===== config.mk =====
export PLATFORM = sky130hd
export DESIGN_NAME = pe_stu_packetizer
export DESIGN_NICKNAME = d
export VERILOG_FILES = /design/src/rtl/pe_stu_pkg.sv /design/src/rtl/pe_stu_beat_fifo.sv /design/src/rtl/pe_stu_packetizer.sv
export SDC_FILE = /design/constraint.sdc
export NUM_CORES = 1
export LEC_CHECK = 0
export BUFFER_PORTS_ARGS = -buffer_cell sky130_fd_sc_hd__buf_2
export CAP_MARGIN = 20
export CORE_MARGIN = 2
export CORE_UTILIZATION = 40
export CTS_CLUSTER_DIAMETER = 120
export DETAILED_ROUTE_END_ITERATION = 16
export SLEW_MARGIN = 15
export SYNTH_ARGS = -nofsm -noshare
export SYNTH_HDL_FRONTEND = slang
export SYNTH_SLANG_ARGS = --single-unit

===== constraint.sdc =====
create_clock -name clk -period 8.8 [get_ports clk]
set_input_delay 1.76 -clock clk [delete_from_list [all_inputs] [get_ports clk]]
set_output_delay 1.76 -clock clk [all_outputs]
set_load 0.01 [all_outputs]

===== src/rtl/pe_stu_pkg.sv =====
// Shared types for the PE -> stack-bus upstream packetizer: framing codes,
// packet type, the upstream beat layout and the packetizer FSM states.
package pe_stu_pkg;

    // Default geometry of the upstream beat.
    localparam int STU_WORD_W = 32;
    localparam int STU_DATA_W = 2 * STU_WORD_W;
    localparam int STU_OOB_W  = 16;

    // Upstream framing: bit 1 marks end of message, bit 0 marks start.
    typedef enum logic [1:0] {
        CNTL_MOM     = 2'b00,
        CNTL_SOM     = 2'b01,
        CNTL_EOM     = 2'b10,
        CNTL_SOM_EOM = 2'b11
    } cntl_e;

    // Packet type travels through unchanged; the values are opaque here.
    typedef enum logic [1:0] {
        STU_TYPE_0 = 2'd0,
        STU_TYPE_1 = 2'd1,
        STU_TYPE_2 = 2'd2,
        STU_TYPE_3 = 2'd3
    } stu_type_e;

    // One upstream beat as stored in the beat FIFO.
    typedef struct packed {
        cntl_e                  cntl;
        stu_type_e              typ;
        logic [STU_DATA_W-1:0]  data;
        logic [STU_OOB_W-1:0]   oob;
    } beat_t;

    // IDLE: between packets. EVEN: in packet, nothing held.
    // ODD: low word held. DRAIN: overrun, discarding until last.
    typedef enum logic [1:0] {
        ST_IDLE  = 2'd0,
        ST_EVEN  = 2'd1,
        ST_ODD   = 2'd2,
        ST_DRAIN = 2'd3
    } pkt_state_e;

    // Build the framing code from start/end-of-message flags.
    function automatic cntl_e frame_cntl(input logic som, input logic eom);
        return cntl_e'({eom, som});
    endfunction

endpackage


===== src/rtl/pe_stu_beat_fifo.sv =====
// Generic synchronous FIFO. The read port comes straight from storage flops,
// so a word pushed in cycle t is visible at the head in cycle t+1 and stays
// stable until popped. Push is ignored when full, pop ignored when empty.
module pe_stu_beat_fifo #(
    parameter int DEPTH = 4,
    parameter int WIDTH = 8
) (
    input  logic             clk,
    input  logic             rst_n,
    input  logic             push_i,
    input  logic [WIDTH-1:0] push_data_i,
    input  logic             pop_i,
    output logic [WIDTH-1:0] pop_data_o,
    output logic             full_o,
    output logic             empty_o
);

    localparam int PTR_W = (DEPTH > 1) ? $clog2(DEPTH) : 1;
    localparam int CNT_W = $clog2(DEPTH + 1);

    logic [WIDTH-1:0] mem_q [DEPTH];
    logic [PTR_W-1:0] wr_ptr_q, wr_ptr_d;
    logic [PTR_W-1:0] rd_ptr_q, rd_ptr_d;
    logic [CNT_W-1:0] count_q, count_d;
    logic             do_push;
    logic             do_pop;

    assign full_o  = (count_q == CNT_W'(DEPTH));
    assign empty_o = (count_q == '0);
    assign do_push = push_i && !full_o;
    assign do_pop  = pop_i && !empty_o;

    // Head of queue; forced to zero while empty so outputs read 0 out of reset.
    assign pop_data_o = empty_o ? '0 : mem_q[rd_ptr_q];

    // Pointer and occupancy next-state; DEPTH is a power of two so pointers wrap.
    always_comb begin
        wr_ptr_d = do_push ? wr_ptr_q + PTR_W'(1) : wr_ptr_q;
        rd_ptr_d = do_pop  ? rd_ptr_q + PTR_W'(1) : rd_ptr_q;
        count_d  = count_q + CNT_W'(do_push) - CNT_W'(do_pop);
    end

    // NOTE: storage flops carry no reset; only pointers and count are reset,
    // and the read port is masked while empty, so stale contents never escape.
    always_ff @(posedge clk) begin
        if (do_push) begin
            mem_q[wr_ptr_q] <= push_data_i;
        end
    end

    // NOTE: sequential state uses <= so every flop samples pre-edge values,
    // independent of statement order within or across blocks.
    always_ff @(posedge clk or negedge rst_n) begin
        if (!rst_n) begin
            wr_ptr_q <= '0;
            rd_ptr_q <= '0;
            count_q  <= '0;
        end else begin
            wr_ptr_q <= wr_ptr_d;
            rd_ptr_q <= rd_ptr_d;
            count_q  <= count_d;
        end
    end

endmodule


===== src/rtl/pe_stu_packetizer.sv =====
// Packs 32-bit PE result words pairwise into 64-bit stack-bus upstream beats,
// frames them SOM/MOM/EOM with type and {tag, half} out-of-band data, and
// queues them in a small beat FIFO under upstream back-pressure. Packets longer
// than MAX_BEATS beats are cut with a forced EOM, the tail is drained, and a
// sticky error is raised.
module pe_stu_packetizer
    import pe_stu_pkg::*;
#(
    parameter int WORD_W     = STU_WORD_W,
    parameter int DATA_W     = STU_DATA_W,
    parameter int OOB_W      = STU_OOB_W,
    parameter int FIFO_DEPTH = 4,
    parameter int MAX_BEATS  = 64
) (
    input  logic              clk,
    input  logic              reset_poweron_n,
    input  logic              sop__pkt__valid,
    input  logic [WORD_W-1:0] sop__pkt__data,
    input  logic              sop__pkt__last,
    input  logic [1:0]        sop__pkt__type,
    input  logic [OOB_W-2:0]  sop__pkt__tag,
    output logic              pkt__sop__ready,
    output logic              pe__stu__valid,
    output logic [1:0]        pe__stu__cntl,
    output logic [1:0]        pe__stu__type,
    output logic [DATA_W-1:0] pe__stu__data,
    output logic [OOB_W-1:0]  pe__stu__oob_data,
    input  logic              stu__pe__ready,
    input  logic              sys__pkt__clear_error,
    output logic              pkt__sys__error,
    output logic              pkt__sys__idle
);

    // One spare bit so beat number MAX_BEATS itself is representable.
    localparam int CNT_W = $clog2(MAX_BEATS) + 1;

    pkt_state_e        state_q, state_d;
    logic [WORD_W-1:0] held_q, held_d;
    stu_type_e         type_q, type_d;
    logic [OOB_W-2:0]  tag_q, tag_d;
    logic              first_q, first_d;
    logic [CNT_W-1:0]  beat_cnt_q, beat_cnt_d;
    logic              error_q, error_d;

    logic              accept;
    logic              in_first;
    logic              push;
    logic              half;
    logic              overrun;
    logic [DATA_W-1:0] push_data;
    logic [CNT_W-1:0]  beat_num;
    stu_type_e         cur_type;
    logic [OOB_W-2:0]  cur_tag;
    beat_t             push_beat;
    beat_t             pop_beat;
    logic              fifo_full;
    logic              fifo_empty;
    logic              pop;

    // Word handshake. Ready drops whenever the FIFO is full, even if the next
    // word would only be held; DRAIN never pushes so it always accepts.
    assign pkt__sop__ready = !fifo_full || (state_q == ST_DRAIN);
    assign accept          = sop__pkt__valid && pkt__sop__ready;

    // The first word of a packet arrives in IDLE; type/tag are taken live then.
    assign in_first = (state_q == ST_IDLE) || first_q;
    assign cur_type = (state_q == ST_IDLE) ? stu_type_e'(sop__pkt__type) : type_q;
    assign cur_tag  = (state_q == ST_IDLE) ? sop__pkt__tag : tag_q;

    // beat_cnt_q is zero in IDLE, so this is the 1-based number of a push now.
    assign beat_num = beat_cnt_q + CNT_W'(1);
    assign overrun  = push && !sop__pkt__last && (beat_num == CNT_W'(MAX_BEATS));

    // FSM state register.
    always_ff @(posedge clk or negedge reset_poweron_n) begin
        if (!reset_poweron_n) begin
            state_q <= ST_IDLE;
        end else begin
            state_q <= state_d;
        end
    end

    // FSM next-state: pairing words, closing packets, entering/leaving DRAIN.
    always_comb begin
        state_d = state_q;
        unique case (state_q)
            ST_IDLE: begin
                if (accept && !sop__pkt__last) state_d = ST_ODD;
            end
            ST_EVEN: begin
                if (accept) state_d = sop__pkt__last ? ST_IDLE : ST_ODD;
            end
            ST_ODD: begin
                if (accept) begin
                    if (overrun)             state_d = ST_DRAIN;
                    else if (sop__pkt__last) state_d = ST_IDLE;
                    else                     state_d = ST_EVEN;
                end
            end
            ST_DRAIN: begin
                if (accept && sop__pkt__last) state_d = ST_IDLE;
            end
            default: state_d = ST_IDLE;
        endcase
    end

    // FSM outputs: when to push a beat and what goes in it.
    always_comb begin
        // NOTE: every variable gets a default at the top of the block so no
        // path leaves it unassigned, which would otherwise infer a latch.
        push      = 1'b0;
        half      = 1'b0;
        push_data = '0;
        unique case (state_q)
            ST_IDLE, ST_EVEN: begin
                if (accept && sop__pkt__last) begin
                    push      = 1'b1;
                    half      = 1'b1;
                    push_data = {{WORD_W{1'b0}}, sop__pkt__data};
                end
            end
            ST_ODD: begin
                if (accept) begin
                    push      = 1'b1;
                    push_data = {sop__pkt__data, held_q};
                end
            end
            default: ;
        endcase
    end

    // Assemble the beat; an overrun forces the end-of-message marker.
    always_comb begin
        push_beat.cntl = frame_cntl(in_first, sop__pkt__last || overrun);
        push_beat.typ  = cur_type;
        push_beat.data = push_data;
        push_beat.oob  = {cur_tag, half};
    end

    // Datapath next-state: held word, packet attributes, beat count, error.
    always_comb begin
        held_d     = held_q;
        type_d     = type_q;
        tag_d      = tag_q;
        first_d    = first_q;
        beat_cnt_d = beat_cnt_q;
        error_d    = error_q;

        if (accept && (state_q == ST_IDLE)) begin
            type_d  = stu_type_e'(sop__pkt__type);
            tag_d   = sop__pkt__tag;
            first_d = 1'b1;
        end
        if (accept && !sop__pkt__last && ((state_q == ST_IDLE) || (state_q == ST_EVEN))) begin
            held_d = sop__pkt__data;
        end
        if (push) begin
            first_d    = 1'b0;
            beat_cnt_d = beat_num;
        end
        if (state_d == ST_IDLE) begin
            beat_cnt_d = '0;
        end

        // A new overrun outranks a clear arriving in the same cycle.
        if (overrun) begin
            error_d = 1'b1;
        end else if (sys__pkt__clear_error) begin
            error_d = 1'b0;
        end
    end

    // Datapath registers.
    always_ff @(posedge clk or negedge reset_poweron_n) begin
        if (!reset_poweron_n) begin
            held_q     <= '0;
            type_q     <= STU_TYPE_0;
            tag_q      <= '0;
            first_q    <= 1'b0;
            beat_cnt_q <= '0;
            error_q    <= 1'b0;
        end else begin
            held_q     <= held_d;
            type_q     <= type_d;
            tag_q      <= tag_d;
            first_q    <= first_d;
            beat_cnt_q <= beat_cnt_d;
            error_q    <= error_d;
        end
    end

    // Beat FIFO between the packer and the upstream port.
    pe_stu_beat_fifo #(
        .DEPTH (FIFO_DEPTH),
        .WIDTH ($bits(beat_t))
    ) u_beat_fifo (
        .clk         (clk),
        .rst_n       (reset_poweron_n),
        .push_i      (push),
        .push_data_i (push_beat),
        .pop_i       (pop),
        .pop_data_o  (pop_beat),
        .full_o      (fifo_full),
        .empty_o     (fifo_empty)
    );

    assign pop = pe__stu__valid && stu__pe__ready;

    // Upstream port driven directly from the FIFO head.
    assign pe__stu__valid    = !fifo_empty;
    assign pe__stu__cntl     = pop_beat.cntl;
    assign pe__stu__type     = pop_beat.typ;
    assign pe__stu__data     = pop_beat.data;
    assign pe__stu__oob_data = pop_beat.oob;

    assign pkt__sys__error = error_q;
    assign pkt__sys__idle  = (state_q == ST_IDLE) && fifo_empty;

endmodule


# Word-level counts from Yosys, hierarchy flattened
# Memory sizes are Yosys's and may differ from the RTL's.
# Index checks and enable logic that the tools add are counted.
[word_totals]
register_bits = 67
latch_bits = 0
ram_bits = 336
rom_bits = 0
in_bits = 55
output_inout_bits = 88
memories = 1
[op_classes]
add_sub_neg = 5
multipliers = 0
n_div = 0
order_cmp = 0
n_eq_ne = 5
shift = 0
mux = 26
bitwise = 0
n_reduce_logical = 25
[memory_table]
columns = ["memory", "depth", "word_bits", "rd", "rd_clocked_by_memory_dff", "wr", "line_no", "rtl"]
rows = [
  ["u_beat_fifo.mem_q", 4, 84, 1, 0, 1, "pe_stu_beat_fifo.sv:21", "logic [WIDTH-1:0] mem_q [DEPTH];"],
]
[op_table]
columns = ["cell", "n"]
rows = [
  ["$pmux 64 s2", 1],
  ["$mux 84", 1],
  ["$mux 64", 1],
  ["$mux 32", 1],
  ["$mux 15", 1],
  ["$mux 2", 7],
  ["$mux 7", 2],
  ["$logic_and 1x1->1", 11],
  ["$mux 1", 10],
  ["$pmux 2 s4", 1],
  ["$add 7x1->7 const B", 1],
  ["$eq 7x7->1 const B", 1],
  ["$reduce_bool 2->1", 3],
  ["$add 2x1->2 const B", 2],
  ["$eq 2x2->1 const B", 2],
  ["$logic_not 2->1", 2],
  ["$logic_or 1x1->1", 4],
  ["$add 3x1->3", 1],
  ["$eq 3x3->1 const B", 1],
  ["$logic_not 1->1", 3],
  ["$logic_not 3->1", 1],
  ["$sub 3x1->3", 1],
  ["$eq 2x1->1 const B", 1],
  ["$pmux 1 s2", 1],
  ["$reduce_or 2->1", 1],
]

# Longest topological paths before layout
# Gate-level depths: netlist of run 1.
[depth]
word_depth = 14
ltp_mapped = 9
mapped_depth_nobuf = 8

# By module
# Synthesis of run 1 repeated with hierarchy kept, for this count alone.
[unflattened]
hier_cells = 851
hier_area_um2 = 16434.5
[modules_own_cells]
columns = ["module", "n_inst", "cells_per_inst", "area_each_um2", "seq_area_each_um2"]
rows = [
  ["pe_stu_beat_fifo", 1, 568, 13131.3, 10264.8],
  ["pe_stu_packetizer", 1, 283, 3303.2, 1501.4],
]

# Least setup slack after synthesis of run 1
# OpenSTA, ideal clock, no wires.
[synth_path]
kind = "input to register"
startpoint = "input port sop__pkt__last"
endpoint = "memory u_beat_fifo.mem_q[0][0] (netlist bit) (enable)"
setup_ns = 0.452
t_arrival_ns = 4.389
slack_ns = 3.959
path_stages = 5
cell_sequence = "nand2b_1 -> a221o_1 -> inv_1 -> buf_2 -> and2_1"
[synth_via]
elab_chain_cells = 6
[synth_rtl]
columns = ["element", "line_no", "rtl"]
rows = [
  ["start: declaration", "pe_stu_packetizer.sv:19", "input logic sop__pkt__last,"],
  ["$logic_and 1x1->1", "pe_stu_packetizer.sv:116", "if (accept && sop__pkt__last) begin"],
  ["$mux 1", "pe_stu_packetizer.sv:116", ""],
  ["$pmux 1 s2", "pe_stu_packetizer.sv:114", "unique case (state_q)"],
  ["$logic_and 1x1->1", "pe_stu_beat_fifo.sv:30", "assign do_push = push_i && !full_o;"],
  ["$mux 1", "pe_stu_beat_fifo.sv:46", "if (do_push) begin"],
  ["$mux 1 (not written as such)", "pe_stu_beat_fifo.sv:47", "mem_q[wr_ptr_q] <= push_data_i;"],
  ["end: declaration", "pe_stu_beat_fifo.sv:21", ""],
]
# No other way between the ends.

# Worst setup path in the final report of run 1
[layout_path]
startpoint = "register u_beat_fifo.rd_ptr_q[0]"
endpoint = "output port pe__stu__data[15]"
[layout_via]
elab_chain_cells = 2
[layout_rtl]
columns = ["element", "line_no", "rtl"]
rows = [
  ["start: declaration", "pe_stu_beat_fifo.sv:23", "logic [PTR_W-1:0] rd_ptr_q, rd_ptr_d;"],
  ["start signal: assignment", "pe_stu_beat_fifo.sv:60", "rd_ptr_q <= rd_ptr_d;"],
  ["$mem_v2 4x84", "n/a", ""],
  ["$mux 84", "pe_stu_beat_fifo.sv:34", "assign pop_data_o = empty_o ? '0 : mem_q[rd_ptr_q];"],
  ["end: declaration", "pe_stu_packetizer.sv:26", "output logic [DATA_W-1:0] pe__stu__data,"],
]
# No other way between the ends.

==> flow_metrics.py, run 1 <==
metrics = {
    "placement": {
        "hpwl_mm": 19.2,
        "portBuffers": 142,
        "place_congestion": 0.703,
        "dp_slack_ps": 4060,
        "place_area_um2": 17500,
        "dp_cells": 1470,
    },
    "route": {
        "routed_wl_mm": 33.7,
        "wl_per_cell_um": 21.7,
        "ant_nets": 0,
        "drc_errors": 0,
        "drt_iter0_drc": 503,
        "avgViaCountPerCell": 5.23,
        "num_vias": 8115,
        "dr.pass1.iters": 4,
    },
    "timing": {
        "finalCriticalPeriod_ps": 5150,
        "worst_slew_pin_slew_ps": 997,
        "setup_viol": 0,
        "max_freq_mhz": 194,
        "fin_crit_sh": 0.585,
        "setup_tns_ps": 0,
        "layout_setup_ws_ps": 3650,
        "clock_skew_ps": 25.9,
        "rsz0062_at_grt": "no",
        "final_hold_viol_count": 0,
        "slew_viol_final": 0,
        "max-slew-margin-rel": 0.335,
    },
    "logic_synthesis": {
        "synth_area_leaders": "edfxtp_1 62%, mux4_2 12%, dfrtp_1 10%, and2_1 4.7%, mux2_2 4.5%",
        "syn_nets": 904,
        "yosysTopAreaCellShare": 0.621,
        "synth_area_leader_cell": "edfxtp_1",
        "syn_area_um2": 16200,
        "syn_avg_cell_area_um2": 19.3,
        "yosysSeqAreaShare": 0.724,
        "synth_edf_count": 336,
        "synthCells": 841,
        "synthDistinctLibCells": 43,
        "yosys_register_bits": 403,
        "synth_warnings": 0,
        "synthArstFlopShare": 0.166,
        "synth_ff_type": "edfxtp_1",
    },
    "die": {
        "initial_core_util": 0.407,
        "io_pins": 143,
        "dieArea_um2": 42200,
        "rows": 73,
        "core_um2": 39900,
        "die_width_um": 206,
        "die_h_um": 206,
    },
    "critical_path": {
        "crit_chain": "buf_4 -> mux4_2 -> and2_1 -> buf_2",
        "regToRegSetupSlack_ps": 5330,
        "arrival_ps": 3390,
        "worst_ep_required_time_ps": 7040,
        "critical_path.max_fanout": 44,
        "slowest_stage": "dfrtp_4",
        "endpoint_kind": "primary output",
        "critPathLaunchType": "flop",
        "crit_family": "flip-flops",
        "crit_buf_inv": 2,
        "crit_path_max_incr_delay_ps": 1010,
        "critPathKind": "reg2out",
    },
    "power": {
        "p_leak_nw": 6.68,
        "power.density_nw_per_um2": 352,
        "ir_worst_vdd_uv": 189,
    },
    "global_routing": {
        "grt_first_pass_wirelength_mm": 51.0,
        "overflow": 0,
        "track_usage": 0.161,
        "grt_max_degree": 88,
        "antenna_found_initial": 2,
        "grt_pass1_vias": 8425,
    },
    "cells_and_area": {
        "nNetsFinal": 1053,
        "final-instance-count-excl-fill": 1551,
        "design_area_um2": 18800,
        "area_delta_synth_final_pct": 16.0,
        "mostFrequentLayoutCells": "336 x edfxtp_1, 141 x buf_2, 117 x and2_1, 84 x mux4_2",
        "final_common_cell": "edfxtp_1",
        "n_fill_cell": 3387,
        "final_layout_size_suffix_gt1_frac": 0.364,
        "postLayoutCoreUtil": 0.472,
    },
    "status": {
        "outcome": "complete, no violations",
    },
    "clock_network": {
        "cts-buffers-inserted": 43,
        "clk_pin_slew_worst_paths_ps": 60,
        "cts_root_buf": "clkbuf_16",
        "clock_sinks": 403,
        "cts_tree": "built",
        "clockBufferDepth": 3,
        "clk_latency_ps": 540,
        "htreeDepth": 2,
        "post-cts-setup-buffers": 0,
        "cts_hold_buffers": 0,
        "cts_resized": 0,
    },
    "worst_hold_path": {
        "hold_class": "reg2reg",
    },
    "job": {
        "cap_violations": 0,
    },
}
[through the flow]
stage	power (W)	hold slack [ps]
floorplan	0.00427	456
global placement	0.00501	471
detailed placement	0.00504	486
CTS	0.00675	499
global route	0.00700	515
finish	0.00663	496
[final cells by class]
| type | instances | area, um^2 | share of cell area |
|---|---|---|---|
| Multi-Input combinational cell | 380 | 4250 | 0.225 |
| Tap cell | 525 | 657 | 0.0349 |
| Clock inverter | 15 | 115 | 0.00611 |
| Inverter | 10 | 37.5 | 0.00199 |
| Antenna cell | 1 | 2.50 | 0.000133 |
| Timing Repair Buffer | 152 | 788 | 0.0418 |
| Sequential cell | 403 | 11800 | 0.625 |
| Clock buffer | 65 | 1220 | 0.0647 |
[logic make-up (layout without fill, tap and decap cells)]
family	Yosys count	in the layout	synth area share
flops	403	403	0.724
xor+xnor	7	7	0.00377
mux	150	150	0.162
simple gates	159	159	0.0597
other cells	0	1	0
fa+ha+maj	8	8	0.00662
compound gates	56	56	0.0267
buf+inv	58	242	0.0167
[layer usage]
layer	part of all wire	routed length, um	global-route usage	vias up
li1	-	-	-	3607
met1	0.46	15400	0.230	4283
met2	0.48	16200	0.258	181
met3	0.044	1480	0.0285	42
met4	0.016	546	0.0403	2
met5	0.00047	16	0	-
[state kept, by name, indices dropped and copies added (netlist names)]
signal	flops
first_q	1
pkt__sys__error	1
u_beat_fifo.rd_ptr_q	2
u_beat_fifo.wr_ptr_q	2
tag_q	15
u_beat_fifo.mem_q	336
beat_cnt_q	7
type_q	2
state_q	2
u_beat_fifo.count_q	3
held_q	32
[power breakdown]
part	leakage [nW]	switching (W)	total (W)	internal (W)
Sequential	3.94	0.000215	0.00283	0.00262
Clock	0.649	0.000711	0.00170	0.000990
Combinational	2.09	0.00110	0.00210	0.000999
Total	6.68	0.00203	0.00663	0.00461
[worst reg2reg max path, stage by stage (launching register included)]
cell and delay (ps):
dfrtp_1 600, nand2_1 170, a221o_1 550, inv_1 370, and2_4 570, buf_4 790
[path summary, 6_finish.rpt]
check	from	end	cells after the start
min in group asynchronous	reset_poweron_n	tag_q[5]	1
max in group asynchronous	reset_poweron_n	held_q[17]	2
worst max register to register	state_q[1]	u_beat_fifo.mem_q[3][45]	5
worst max-delay path	u_beat_fifo.rd_ptr_q[0]	pe__stu__data[15]	4
worst min-delay path	first_q	first_q	1
worst min register to register	first_q	first_q	1
[synthesized netlist by cell type, drive strengths merged, types with 3 or more instances]
master	instances
a21oi	7
a22o	32
and2	121
buf	31
clkbuf	17
dfrtp	67
edfxtp	336
ha	7
inv	10
mux2	66
mux4	84
nand2	11
nand2b	4
nand3	3
nor2	6
nor3	4
o21ai	5
or3	4
xnor2	4
xor2	3
Power figures use the tool's default switching activity.
==> inputs of run 2 (changes only) <==
Settings changed: ABC_AREA from default to 1.
Clock period 8.8 ns to 5.4 ns, I/O delays scaled along.
==> flow_metrics.py, run 2 <==
metrics = {
    "route": {
        "dr.pass1.iters": 5,
        "drc_errors": 0,
        "drt_iter0_drc": 894,
        "num_vias": 10979,
        "ant_nets": 0,
        "wl_per_cell_um": 18.6,
        "avgViaCountPerCell": 5.06,
        "routed_wl_mm": 40.3,
    },
    "clock_network": {
        "clk_latency_ps": 530,
        "cts_root_buf": "clkbuf_16",
        "cts_resized": 0,
        "htreeDepth": 2,
        "clk_pin_slew_worst_paths_ps": 60,
        "clockBufferDepth": 3,
        "clock_sinks": 403,
        "cts_tree": "built",
        "cts_hold_buffers": 0,
        "cts-buffers-inserted": 43,
        "post-cts-setup-buffers": 0,
    },
    "logic_synthesis": {
        "synthArstFlopShare": 0.166,
        "syn_nets": 1550,
        "synth_compound_area_frac": 0.110,
        "synth_edf_count": 336,
        "yosysSeqAreaShare": 0.712,
        "synth_top_family_by_area": "simple AND/OR/NAND/NOR gates",
        "synth_mux_area_frac": 0,
        "synth-simple-area-share": 0.125,
        "synth.top_cells.by_count": "384 x nor2_1, 336 x edfxtp_1, 258 x o21ai_0, 100 x nand2_1, 85 x a21oi_1",
        "synth_ff_type": "edfxtp_1",
        "syn_area_um2": 16500,
        "synth.most_common_cell": "nor2_1",
        "synth_area_leaders": "edfxtp_1 61%, dfrtp_1 10%, nor2_1 8.7%, o21ai_0 7.8%, a21oi_1 2.6%",
        "yosys_register_bits": 403,
        "yosysTopAreaCellShare": 0.610,
        "synthAdderAreaFrac": 0.00651,
        "synth_area_leader_cell": "edfxtp_1",
        "synth_warnings": 0,
        "synthDistinctLibCells": 27,
        "synth-xor-area-share": 0.00371,
        "syn_avg_cell_area_um2": 11.1,
        "synthCells": 1487,
    },
    "global_routing": {
        "track_usage": 0.182,
        "grt_pass1_vias": 10339,
        "grt_first_pass_wirelength_mm": 61.3,
        "antenna_found_initial": 0,
        "overflow": 0,
        "grt_max_degree": 87,
    },
    "timing": {
        "setup_tns_ps": 0,
        "rsz0062_at_grt": "no",
        "max-slew-margin-rel": 0.311,
        "fin_crit_sh": 0.705,
        "final_hold_viol_count": 0,
        "setup_viol": 0,
        "clock_skew_ps": 28.5,
        "max_freq_mhz": 263,
        "hold_slack_ps": 485,
        "worst_slew_pin_slew_ps": 1030,
        "finalCriticalPeriod_ps": 3810,
        "slew_viol_final": 0,
    },
    "worst_hold_path": {
        "hold_class": "reg2reg",
    },
    "cells_and_area": {
        "final_common_cell": "nor2_1",
        "top_regs": "u_beat_fifo.mem_q: 336 flops, held_q: 32 flops, tag_q: 15 flops",
        "largest_reg_flops": 336,
        "insertedDiodeCount": 0,
        "mostFrequentLayoutCells": "379 x nor2_1, 336 x edfxtp_1, 258 x o21ai_0, 142 x buf_2, 100 x nand2_1",
        "largest-register": "u_beat_fifo.mem_q",
        "final_layout_size_suffix_gt1_frac": 0.155,
        "nNetsFinal": 1666,
        "area_delta_synth_final_pct": 16.3,
    },
    "critical_path": {
        "critPathKind": "reg2out",
        "worst_ep_required_time_ps": 4320,
        "slowest_stage": "buf_4",
        "crit_chain": "buf_4 -> nor2_1 -> nor2_1 -> o21ai_0 -> a21oi_1 -> buf_2",
        "arrival_ps": 2730,
        "critPathLaunchType": "flop",
        "path_common_cell": "nor2_1",
        "critical_path.max_fanout": 86,
        "crit_path_max_incr_delay_ps": 690,
        "endpoint_kind": "primary output",
    },
    "power": {
        "ir_worst_vdd_uv": 358,
        "power.density_nw_per_um2": 602,
        "p_leak_nw": 7.31,
    },
    "die": {
        "rows": 74,
        "die_h_um": 207,
        "initial_core_util": 0.405,
        "die_width_um": 207,
        "core_um2": 40800,
        "io_pins": 143,
        "dieArea_um2": 43000,
    },
    "job": {
        "cap_violations": 0,
    },
    "placement": {
        "hpwl_mm": 24.3,
        "place_congestion": 0.781,
        "portBuffers": 142,
    },
    "status": {
        "outcome": "complete, no violations",
    },
}
==> run 2: cell types whose count changed after synthesis, moves of 65 or more <==
| cell | previous run | this run |
|---|---|---|
| a21oi_1 | 7 | 85 |
| and2_1 | 121 | 0 |
| inv_1 | 10 | 79 |
| mux2_2 | 65 | 0 |
| mux4_2 | 84 | 0 |
| nand2_1 | 11 | 100 |
| nor2_1 | 6 | 384 |
| o21ai_0 | 5 | 258 |
==> run 2: where the power goes <==
group / switching, W / internal, W
registers: 0.000207 / 0.00426
logic: 0.00287 / 0.00123
clock network: 0.00118 / 0.00184
total: 0.00425 / 0.00732
==> run 2: cells by family after synthesis <==
group                      after synthesis
and+or+nand+nor                        529
buffers and inverters                  177
DFF                                    403
xor gates and xnor gates                 7
AOI/OAI and AO/OA                      363
adders and majority gates                8
==> run 2: final timing paths <==
check	start	endpoint	slack, ps	cells after the start
max	u_beat_fifo.rd_ptr_q[0]	pe__stu__data[63]	1590	6
min	tag_q[4]	tag_q[4]	480	2
max reg2reg	state_q[0]	u_beat_fifo.mem_q[0][49]	2150	10
min reg2reg	tag_q[4]	tag_q[4]	480	2
max in group asynchronous	reset_poweron_n	held_q[26]	3790	2
min in group asynchronous	reset_poweron_n	u_beat_fifo.count_q[0]	570	1
==> run 2: worst max-delay path: cells and delay by family (launching register included) <==
kind	cells	cell delay, ps
simple gates	2	240
compound gates	2	550
flops	1	460
buf+inv	2	910
==> run 2: per-layer routing <==
metal  wire [um]  global-route usage  vias up
met1       17800               0.256     5249
li1            -                   -     5318
met5           0                   0        -
met3        2470              0.0298       63
met2       18900               0.292      349
met4        1140              0.0579        0
==> run 2: through the flow <==
step            util  total power, W  setup slack [ps]  cell area, um^2  cells
6_report       0.471          0.0116              1590            19200   2168
5_1_grt        0.471          0.0123              1470            19200   2168
4_1_cts        0.471          0.0117              1610            19200   2168
3_5_place_dp   0.435         0.00868              1620            17800   2090
3_3_place_gp   0.435         0.00861              1630            17800   2090
2_1_floorplan      -         0.00706              1110            16500   1487
==> run 2: layout make-up <==
| class | instances | area [um^2] |
|---|---|---|
| clock inverters | 23 | 288 |
| fillers | 3654 | 21600 |
| well taps | 532 | 666 |
| repair buffers | 164 | 901 |
| multi-input cells | 907 | 4100 |
| clock buffers | 55 | 1180 |
| inverters | 84 | 318 |
| flip-flops and latches | 403 | 11800 |
